`config.mk`:
```
export PLATFORM = sky130hd
export DESIGN_NAME = osc_sequencer_flat
export DESIGN_NICKNAME = d
export VERILOG_FILES = /design/src/rtl/osc_sequencer_if.sv /design/src/rtl/osc_sequencer.sv /design/src/flat_wrapper.sv
export SDC_FILE = /design/constraint.sdc
export NUM_CORES = 1
export LEC_CHECK = 0
export CELL_PAD_IN_SITES_DETAIL_PLACEMENT = 1
export CELL_PAD_IN_SITES_GLOBAL_PLACEMENT = 1
export CORE_ASPECT_RATIO = 1.4
export CORE_MARGIN = 8
export CORE_UTILIZATION = 37
export DETAILED_ROUTE_END_ITERATION = 8
export GPL_TIMING_DRIVEN = 1
export PLACE_DENSITY = 0.67
export SYNTH_ARGS = -nofsm -noshare
export SYNTH_HDL_FRONTEND = slang
export SYNTH_SLANG_ARGS = --single-unit
```
`constraint.sdc`:
```
create_clock -name clk -period 9.96 [get_ports clk]
set_input_delay 1.992 -clock clk [delete_from_list [all_inputs] [get_ports clk]]
set_output_delay 1.992 -clock clk [all_outputs]
set_load 0.05 [all_outputs]
```
`src/rtl/osc_sequencer_if.sv`:
```
// Bundle of config, table-write and oscillator-side signals for osc_sequencer.
// The sequencer takes the slave modport; the user/config side takes master.
interface osc_sequencer_if #(
  parameter int NSEG = 4,
  parameter int RW   = 8
);
  localparam int SW = (NSEG > 1) ? $clog2(NSEG) : 1;

  logic          wr_en;
  logic [SW-1:0] wr_addr;
  logic [6:0]    wr_lo;
  logic [6:0]    wr_hi;
  logic [RW-1:0] wr_reps;
  logic          wr_err;
  logic [SW-1:0] seg_last;
  logic [15:0]   tick_div;
  logic          loop_en;
  logic          start;
  logic          stop;
  logic          pause;
  logic [6:0]    coord;
  logic          osc_en;
  logic          osc_clr;
  logic [6:0]    osc_lo;
  logic [6:0]    osc_hi;
  logic [SW-1:0] seg_idx;
  logic          busy;
  logic          done;

  modport master (
    output wr_en, wr_addr, wr_lo, wr_hi, wr_reps,
    output seg_last, tick_div, loop_en, start, stop, pause, coord,
    input  wr_err, osc_en, osc_clr, osc_lo, osc_hi, seg_idx, busy, done
  );

  modport slave (
    input  wr_en, wr_addr, wr_lo, wr_hi, wr_reps,
    input  seg_last, tick_div, loop_en, start, stop, pause, coord,
    output wr_err, osc_en, osc_clr, osc_lo, osc_hi, seg_idx, busy, done
  );
endinterface

```
`src/rtl/osc_sequencer.sv`:
```
// Segment-table sequencer for a 7-bit bounce oscillator: steps through {lo,hi,reps}
// segments at a programmable tick rate, counting turnarounds with a shadow direction bit.
module osc_sequencer #(
  parameter int NSEG = 4,
  parameter int RW   = 8
) (
  input  logic           clk,
  input  logic           reset,
  osc_sequencer_if.slave bus
);
  localparam int SW = (NSEG > 1) ? $clog2(NSEG) : 1;

  typedef enum logic [1:0] {IDLE, CLEAR, RUN, DONE} state_t;

  state_t        state;
  logic [6:0]    tbl_lo   [NSEG];
  logic [6:0]    tbl_hi   [NSEG];
  logic [RW-1:0] tbl_reps [NSEG];

  logic [SW-1:0] seg_last_q;
  logic [SW-1:0] seg_idx_q;
  logic [SW-1:0] seg_last_clamp;
  logic [15:0]   tick_div_q;
  logic [15:0]   pcnt;
  logic          loop_q;
  logic          sdir;
  logic [RW-1:0] ecnt;
  logic          wr_err_q;
  logic [6:0]    osc_lo_q;
  logic [6:0]    osc_hi_q;

  logic wr_ok;
  logic osc_en_c;
  logic edge_hit;
  logic seg_end;

  assign wr_ok = bus.wr_en & (state == IDLE) & (bus.wr_lo <= bus.wr_hi);
  assign seg_last_clamp = (32'(bus.seg_last) > 32'(NSEG - 1)) ? SW'(NSEG - 1) : bus.seg_last;

  // Stop wins over a pending tick, so the oscillator never steps in the abort cycle.
  assign osc_en_c = (state == RUN) & ~bus.pause & ~bus.stop & (pcnt == tick_div_q);
  assign edge_hit = osc_en_c & (sdir ? (bus.coord <= osc_lo_q) : (bus.coord >= osc_hi_q));
  assign seg_end  = edge_hit & ((ecnt + RW'(1)) == tbl_reps[seg_idx_q]);

  // Table storage holds its contents through reset; reps of 0 is stored as 1.
  always_ff @(posedge clk) begin
    if (wr_ok) begin
      tbl_lo[bus.wr_addr]   <= bus.wr_lo;
      tbl_hi[bus.wr_addr]   <= bus.wr_hi;
      tbl_reps[bus.wr_addr] <= (bus.wr_reps == '0) ? RW'(1) : bus.wr_reps;
    end
  end

  always_ff @(posedge clk) begin
    if (!reset) begin
      state      <= IDLE;
      seg_last_q <= '0;
      seg_idx_q  <= '0;
      tick_div_q <= '0;
      pcnt       <= '0;
      loop_q     <= 1'b0;
      sdir       <= 1'b0;
      ecnt       <= '0;
      wr_err_q   <= 1'b0;
      osc_lo_q   <= '0;
      osc_hi_q   <= '0;
    end else begin
      wr_err_q <= bus.wr_en & ~wr_ok;
      case (state)
        IDLE: begin
          if (bus.start) begin
            seg_last_q <= seg_last_clamp;
            tick_div_q <= bus.tick_div;
            loop_q     <= bus.loop_en;
            seg_idx_q  <= '0;
            state      <= CLEAR;
          end
        end
        CLEAR: begin
          if (bus.stop) begin
            state <= IDLE;
          end else begin
            osc_lo_q <= tbl_lo[seg_idx_q];
            osc_hi_q <= tbl_hi[seg_idx_q];
            sdir     <= 1'b0;
            ecnt     <= '0;
            pcnt     <= '0;
            state    <= RUN;
          end
        end
        RUN: begin
          if (bus.stop) begin
            state <= IDLE;
          end else if (seg_end) begin
            if (seg_idx_q != seg_last_q) begin
              seg_idx_q <= seg_idx_q + SW'(1);
              state     <= CLEAR;
            end else if (loop_q) begin
              seg_idx_q <= '0;
              state     <= CLEAR;
            end else begin
              state <= DONE;
            end
          end else if (!bus.pause) begin
            pcnt <= osc_en_c ? 16'd0 : pcnt + 16'd1;
            if (edge_hit) begin
              sdir <= ~sdir;
              ecnt <= ecnt + RW'(1);
            end
          end
        end
        DONE: state <= IDLE;
        default: state <= IDLE;
      endcase
    end
  end

  assign bus.osc_en  = osc_en_c;
  assign bus.osc_clr = (state == CLEAR) & ~bus.stop;
  assign bus.done    = (state == DONE) & ~bus.stop;
  assign bus.busy    = (state != IDLE);
  assign bus.osc_lo  = osc_lo_q;
  assign bus.osc_hi  = osc_hi_q;
  assign bus.seg_idx = seg_idx_q;
  assign bus.wr_err  = wr_err_q;
endmodule

```
`src/flat_wrapper.sv`:
```
// flat-port wrapper written by rule: the top's interface ports become plain ports
module osc_sequencer_flat 
#(
  parameter int NSEG = 4,
  parameter int RW   = 8
)
  (clk, reset, bus_wr_en, bus_wr_addr, bus_wr_lo, bus_wr_hi, bus_wr_reps, bus_seg_last, bus_tick_div, bus_loop_en, bus_start, bus_stop, bus_pause, bus_coord, bus_wr_err, bus_osc_en, bus_osc_clr, bus_osc_lo, bus_osc_hi, bus_seg_idx, bus_busy, bus_done);
  osc_sequencer_if #(.NSEG(NSEG), .RW(RW)) bus_i ();
  input  logic clk;
  input  logic reset;
  input wire logic [$bits(bus_i.wr_en)-1:0] bus_wr_en;
  input wire logic [$bits(bus_i.wr_addr)-1:0] bus_wr_addr;
  input wire logic [$bits(bus_i.wr_lo)-1:0] bus_wr_lo;
  input wire logic [$bits(bus_i.wr_hi)-1:0] bus_wr_hi;
  input wire logic [$bits(bus_i.wr_reps)-1:0] bus_wr_reps;
  input wire logic [$bits(bus_i.seg_last)-1:0] bus_seg_last;
  input wire logic [$bits(bus_i.tick_div)-1:0] bus_tick_div;
  input wire logic [$bits(bus_i.loop_en)-1:0] bus_loop_en;
  input wire logic [$bits(bus_i.start)-1:0] bus_start;
  input wire logic [$bits(bus_i.stop)-1:0] bus_stop;
  input wire logic [$bits(bus_i.pause)-1:0] bus_pause;
  input wire logic [$bits(bus_i.coord)-1:0] bus_coord;
  output wire logic [$bits(bus_i.wr_err)-1:0] bus_wr_err;
  output wire logic [$bits(bus_i.osc_en)-1:0] bus_osc_en;
  output wire logic [$bits(bus_i.osc_clr)-1:0] bus_osc_clr;
  output wire logic [$bits(bus_i.osc_lo)-1:0] bus_osc_lo;
  output wire logic [$bits(bus_i.osc_hi)-1:0] bus_osc_hi;
  output wire logic [$bits(bus_i.seg_idx)-1:0] bus_seg_idx;
  output wire logic [$bits(bus_i.busy)-1:0] bus_busy;
  output wire logic [$bits(bus_i.done)-1:0] bus_done;
  assign bus_i.wr_en = bus_wr_en;
  assign bus_i.wr_addr = bus_wr_addr;
  assign bus_i.wr_lo = bus_wr_lo;
  assign bus_i.wr_hi = bus_wr_hi;
  assign bus_i.wr_reps = bus_wr_reps;
  assign bus_i.seg_last = bus_seg_last;
  assign bus_i.tick_div = bus_tick_div;
  assign bus_i.loop_en = bus_loop_en;
  assign bus_i.start = bus_start;
  assign bus_i.stop = bus_stop;
  assign bus_i.pause = bus_pause;
  assign bus_i.coord = bus_coord;
  assign bus_wr_err = bus_i.wr_err;
  assign bus_osc_en = bus_i.osc_en;
  assign bus_osc_clr = bus_i.osc_clr;
  assign bus_osc_lo = bus_i.osc_lo;
  assign bus_osc_hi = bus_i.osc_hi;
  assign bus_seg_idx = bus_i.seg_idx;
  assign bus_busy = bus_i.busy;
  assign bus_done = bus_i.done;
  osc_sequencer #(.NSEG(NSEG), .RW(RW)) u_core (.clk(clk), .reset(reset), .bus(bus_i));
endmodule
```
# After elaboration in Yosys (flattened, before gate mapping)
# Memories as Yosys holds them, arrays and structs flattened. A register that Yosys moved wholly into a read port is not among the register bits.
# Cells that the tools add are included.
dict set report word_totals {
  elab_cells 97
  out_inout_bits 21
  ff_bits 49
  n_memories 3
  ramBits 88
}
dict set report classes {
  magnitude_cmp 3
  n_reduce_logical 13
  eq_ne 15
  addsub 3
  n_mux 37
  bitwise 14
}
# memory words word_bits rd rd_clocked_by_memory_dff wr line_no
set mem_list {}
lappend mem_list {u_core.tbl_reps 4 8 1 1 1 osc_sequencer.sv:18} ;# logic [RW-1:0] tbl_reps [NSEG];
lappend mem_list {u_core.tbl_hi 4 7 1 1 1 osc_sequencer.sv:17} ;# logic [6:0] tbl_hi [NSEG];
lappend mem_list {u_core.tbl_lo 4 7 1 1 1 osc_sequencer.sv:16} ;# logic [6:0] tbl_lo [NSEG];
# cell n
set ops {}
lappend ops {{16-bit 2-to-1 mux} 5}
lappend ops {{8-bit 2-to-1 mux} 6}
lappend ops {{16-bit one-hot mux with 2 select lines} 1}
lappend ops {{2-bit 2-to-1 mux} 13}
lappend ops {{16-bit by 1-bit adder with 16-bit output, second input constant} 1}
lappend ops {{16-bit == test} 1}
lappend ops {{8-bit one-hot mux with 2 select lines} 1}
lappend ops {{7-bit <= comparator} 2}
lappend ops {{1-bit bitwise AND} 10}
lappend ops {{2-bit inequality test, second input constant} 5}
lappend ops {{5-bit AND reduction} 2}
lappend ops {{8-bit by 1-bit adder with 8-bit output, second input constant} 1}
lappend ops {{8-bit == test} 1}
lappend ops {{8-bit logical NOT} 1}
lappend ops {{1-bit 2-to-1 mux} 8}
lappend ops {{2-bit one-hot mux with 4 select lines} 1}
lappend ops {{7-bit greater-or-equal comparator} 1}
lappend ops {{3-bit by 2-bit inequality test with 1-bit output, second input constant} 2}
lappend ops {{2-bit AND reduction} 3}
lappend ops {{6-bit AND reduction} 1}
lappend ops {{2-bit nonzero test} 3}
lappend ops {{2-bit == test, second input constant} 2}
lappend ops {{2-bit by 1-bit inequality test with 1-bit output, second input constant} 2}
lappend ops {{1-bit inverter} 4}
lappend ops {{other kinds (7)} 8}

# Logic depth before layout (Yosys ltp)
dict set report depth {
  depth_word 11
  mapped_depth 12
  mapped_depth_nobuf 10
}

# Worst setup path after synthesis
# OpenSTA, ideal clock, no wires.
dict set report synth_path {
  path_type {input to register}
  from {in bus_wr_hi[1]}
  to {mem u_core.tbl_hi[1][0] (enable)}
  arrival_ns 5.529
  setup_time_ns 0.465
  path_buffers 0
  required_ns 9.495
  setup_slack_ns 3.966
  path_stages 9
  cell_sequence {inv_1 ha_1 nor2b_1 o21a_1 o21a_1 o21a_1 o21ai_0 a21oi_1 nor4b_1}
}
dict set report synth_between {
  elab_chain_cells 4
}
# item line_no
set synth_rtl {}
lappend synth_rtl {{start, declared} flat_wrapper.sv:14} ;# input wire logic [$bits(bus_i.wr_hi)-1:0] bus_wr_hi;
lappend synth_rtl {{7-bit <= comparator} osc_sequencer.sv:37} ;# assign wr_ok = bus.wr_en & (state == IDLE) & (bus.wr_lo <= bus.wr_hi);
lappend synth_rtl {{1-bit bitwise AND} osc_sequencer.sv:37}
lappend synth_rtl {{1-bit 2-to-1 mux} osc_sequencer.sv:47} ;# if (wr_ok) begin
lappend synth_rtl {{1-bit 2-to-1 mux (implied by the code)} osc_sequencer.sv:49} ;# tbl_hi[bus.wr_addr] <= bus.wr_hi;
lappend synth_rtl {{end, declared} osc_sequencer.sv:17}
# Every way passes these cells.

==> reports/results.tsv <==
stage	metric	value	unit
clock_tree	cts_root_buffer	clkbuf_16	
detailed_routing	drt-met1-wl	7.61	mm
detailed_routing	route.vias.total	5033	
power_and_ir_drop	p_int	1.09	mW
worst_setup_path	critPathSlowestCell	clkdlybuf4s50_1	
power_and_ir_drop	seq_power_share	48.3	%
place	globalplace.congestion	0.852	
power_and_ir_drop	swShare	24.4	%
power_and_ir_drop	p_per_area	167	nW/um2
die	dieWidth	132	um
detailed_routing	drt-total-wl	18.5	mm
yosys	ys_types	56	
finish	diodes	0	
worst_setup_path	cp_slowest_stage_delay	890	ps
yosys	yosysWarningCount	0	
finish	seq_area	3940	um2
hold_path	hold_path_class	reg2reg	
finish	final_common_cell	nand2_1	
worst_setup_path	path_common_cell	clkdlybuf4s50_1	
place	dpl.hpwl	13.8	mm
die	initial_core_util	37.8	%
detailed_routing	dr.max_layer_used	met4	
finish	multiInputGateArea	2840	um2
place	placed_area	8030	um2
job	cap_violations	0	
outcome	run_status	complete, no violations	
power_and_ir_drop	combinationalPowerShare	7.9	%
finish	num-nets-final	774	
clock_tree	cts_tree	yes	
sta	worst_pin_slew	814	ps
clock_tree	clk_latency	430	ps
worst_setup_path	worstSetupEndpointType	primary output	
die	ios	77	
sta	setup_tns	0	ps
yosys	synth_edf_count	88	
yosys	seq_area_frac_synth	56.1	%
clock_tree	path_clk_slew	60	ps
detailed_routing	drtIter0Drc	240	
yosys	synthFlopType	edfxtp_1	
place	pre_cts_ws	2940	ps
finish	final_cell_mix	nand2_1, edfxtp_1, clkdlybuf4s50_1, dfxtp_1, a21oi_1	
clock_tree	htree_levels	4	
place	numPortBuffers	76	
global_route	grt_pass1_vias	5664	
power_and_ir_drop	clockPowerShare	43.8	%
detailed_routing	drtAntennaViolNets	0	
sta	min_period_over_period	70.0	%
detailed_routing	route.met3.wl	573	um
global_route	overflow	0	
sta	timing.fmax	143	MHz
die	die_height	179	um
clock_tree	cts_buffers	17	
sta	whs	478	ps
worst_setup_path	path_buf_inv	3	
clock_tree	cts_resized	0	
sta	period_minus_slack	6980	ps
yosys	async_reset_ff_share	0	%
die	num_rows	59	
sta	setup_viol_count_final	0	
detailed_routing	wl_met2	9.84	mm
sta	clock_skew	12.4	ps
clock_tree	postCtsSetupBuffers	0	
sta	maxSlewHeadroom	45.6	%
global_route	antenna_found_initial	0	
yosys	synth-seq-cells	153	
die	coreArea	18600	um2
power_and_ir_drop	p_leak	2.87	nW
clock_tree	clock_sinks	153	
global_route	grt_max_degree	29	
yosys	syn_avg_cell_area	11.2	um2
die	die_area	23700	um2
detailed_routing	avgViaCountPerCell	5.29	
yosys	syn_nets	704	
sta	hold_viol_final	0	
finish	fillers	2069	
clock_tree	clock_path_buffers	2	
detailed_routing	wl_per_cell	19.4	um
global_route	track_usage	16.0	%
yosys	synthCells	625	
worst_setup_path	crit_required	7970	ps
power_and_ir_drop	power_switching	0.351	mW
global_route	grt_pass1_wl	29.6	mm
finish	drive_above_1_share	10.7	%
worst_setup_path	path_max_fanout	16	
sta	drv_slew	0	
finish	final_area	8600	um2
clock_tree	hold_buffers	0	
worst_setup_path	crit_arrival	4980	ps
detailed_routing	drc	0	
yosys	syn_area	7030	um2
power_and_ir_drop	ir_drop	120	uV
worst_setup_path	crit_type	in2out	
worst_setup_path	crit_chain	clkdlybuf4s50_1, o21ai_0, nor2b_1, nand2_1, inv_1, clkdlybuf4s50_1	
finish	syn2layout_area_growth	22.4	%
worst_setup_path	crit_path_start_kind	input pin	
sta	rsz0062_at_grt	false	
worst_setup_path	critPathTopFamily	buffers and inverters	
sta	worst_slack	2980	ps
detailed_routing	dr.pass1.iters	4	
## logic make-up (layout without fill, tap and decap cells)
logic type / after synthesis / in the layout / synth area share, %
xor+xnor: 29 / 29 / 4.22
mux: 25 / 25 / 7.14
compound gates: 122 / 122 / 10.3
buf+inv: 63 / 146 / 3.69
flops: 153 / 153 / 56.1
simple gates: 210 / 210 / 14.4
fa+ha+maj: 23 / 23 / 4.09
## flip-flops by register name, indices dropped and copies added, names as in the netlist, 7 cells and up, named ones only
name / count
u_core.bus.osc_hi: 7
u_core.tbl_lo: 28
u_core.ecnt: 8
u_core.pcnt: 16
u_core.tbl_hi: 28
u_core.tick_div_q: 16
u_core.tbl_reps: 32
u_core.bus.osc_lo: 7
## layer usage
layer	vias up	track usage, %
li1	2416	-
met5	-	0
met1	2491	17.3
met3	27	3.95
met4	0	6.60
met2	99	29.3
## Yosys cell counts (all sizes together), types with 2 or more instances
cell / number / area, um2
nand2: 101 / 379
edfxtp: 88 / 2640
dfxtp: 65 / 1300
a21oi: 57 / 293
inv: 30 / 113
o21ai: 28 / 140
clkbuf: 24 / 90.1
nor2: 24 / 90.1
ha: 23 / 288
mux4: 20 / 450
xnor2: 20 / 175
nand3: 18 / 90.1
nor3: 14 / 86.3
nand4: 10 / 62.6
a31oi: 9 / 56.3
buf: 9 / 56.3
o21a: 7 / 52.6
or3: 7 / 43.8
xor2: 6 / 52.6
nand2b: 5 / 31.3
nor2b: 5 / 31.3
mux2i: 4 / 40.0
nand4b: 4 / 35.0
nor4: 4 / 25.0
o211ai: 4 / 35.0
a21boi: 3 / 22.5
a21o: 3 / 23.8
a311oi: 3 / 32.5
and3: 3 / 18.8
o31ai: 3 / 22.5
or2: 3 / 18.8
a2111oi: 2 / 17.5
and4: 2 / 17.5
nor4b: 2 / 17.5
or3b: 2 / 17.5
or4: 2 / 15.0
xnor3: 2 / 45.0
## final cells by class
type | instances | share of cell area (%)
sequential | 153 | 45.8
multi-input combinational | 409 | 33.1
timing repair buffer | 84 | 9.54
clock buffer | 17 | 4.94
tap | 244 | 3.55
clock inverter | 15 | 1.77
inverter | 30 | 1.31
## power groups by stage
| stage | Sequential (mW) | Clock [mW] | Combinational [mW] |
|---|---|---|---|
| finish | 0.694 | 0.629 | 0.114 |
| global route | 0.695 | 0.667 | 0.125 |
| CTS | 0.694 | 0.643 | 0.115 |
| detailed placement | 0.708 | 0 | 0.114 |
| global placement | 0.707 | 0 | 0.110 |
| floorplan | 0.712 | 0 | 0.0556 |
## through the flow
step | utilization [%] | cells | power, mW
3_3_place_gp | 43.1 | 920 | 0.817
5_1_grt | 46.3 | 952 | 1.49
3_5_place_dp | 43.1 | 920 | 0.823
2_1_floorplan | - | 625 | 0.768
6_report | 46.3 | 952 | 1.44
4_1_cts | 46.3 | 952 | 1.45
## worst min-delay path, stage by stage, from the launching register on
cell,delay [ps]
dfxtp_1,320
nand2_1,50
a21oi_1,60
## final timing paths
path	from	to	slack, ps	depth (start not counted)
worst min-delay path	u_core.tick_div_q[4]$_SDFFE_PN0P_	u_core.tick_div_q[4]$_SDFFE_PN0P_	480	2
worst min register to register	u_core.tick_div_q[4]$_SDFFE_PN0P_	u_core.tick_div_q[4]$_SDFFE_PN0P_	480	2
worst max-delay path	bus_pause	bus_osc_clr	2980	6
worst max register to register	u_core.bus.osc_hi[4]$_SDFFE_PN0P_	u_core.ecnt[3]$_SDFFE_PN0P_	6830	10
Power figures use the tool's default switching activity.
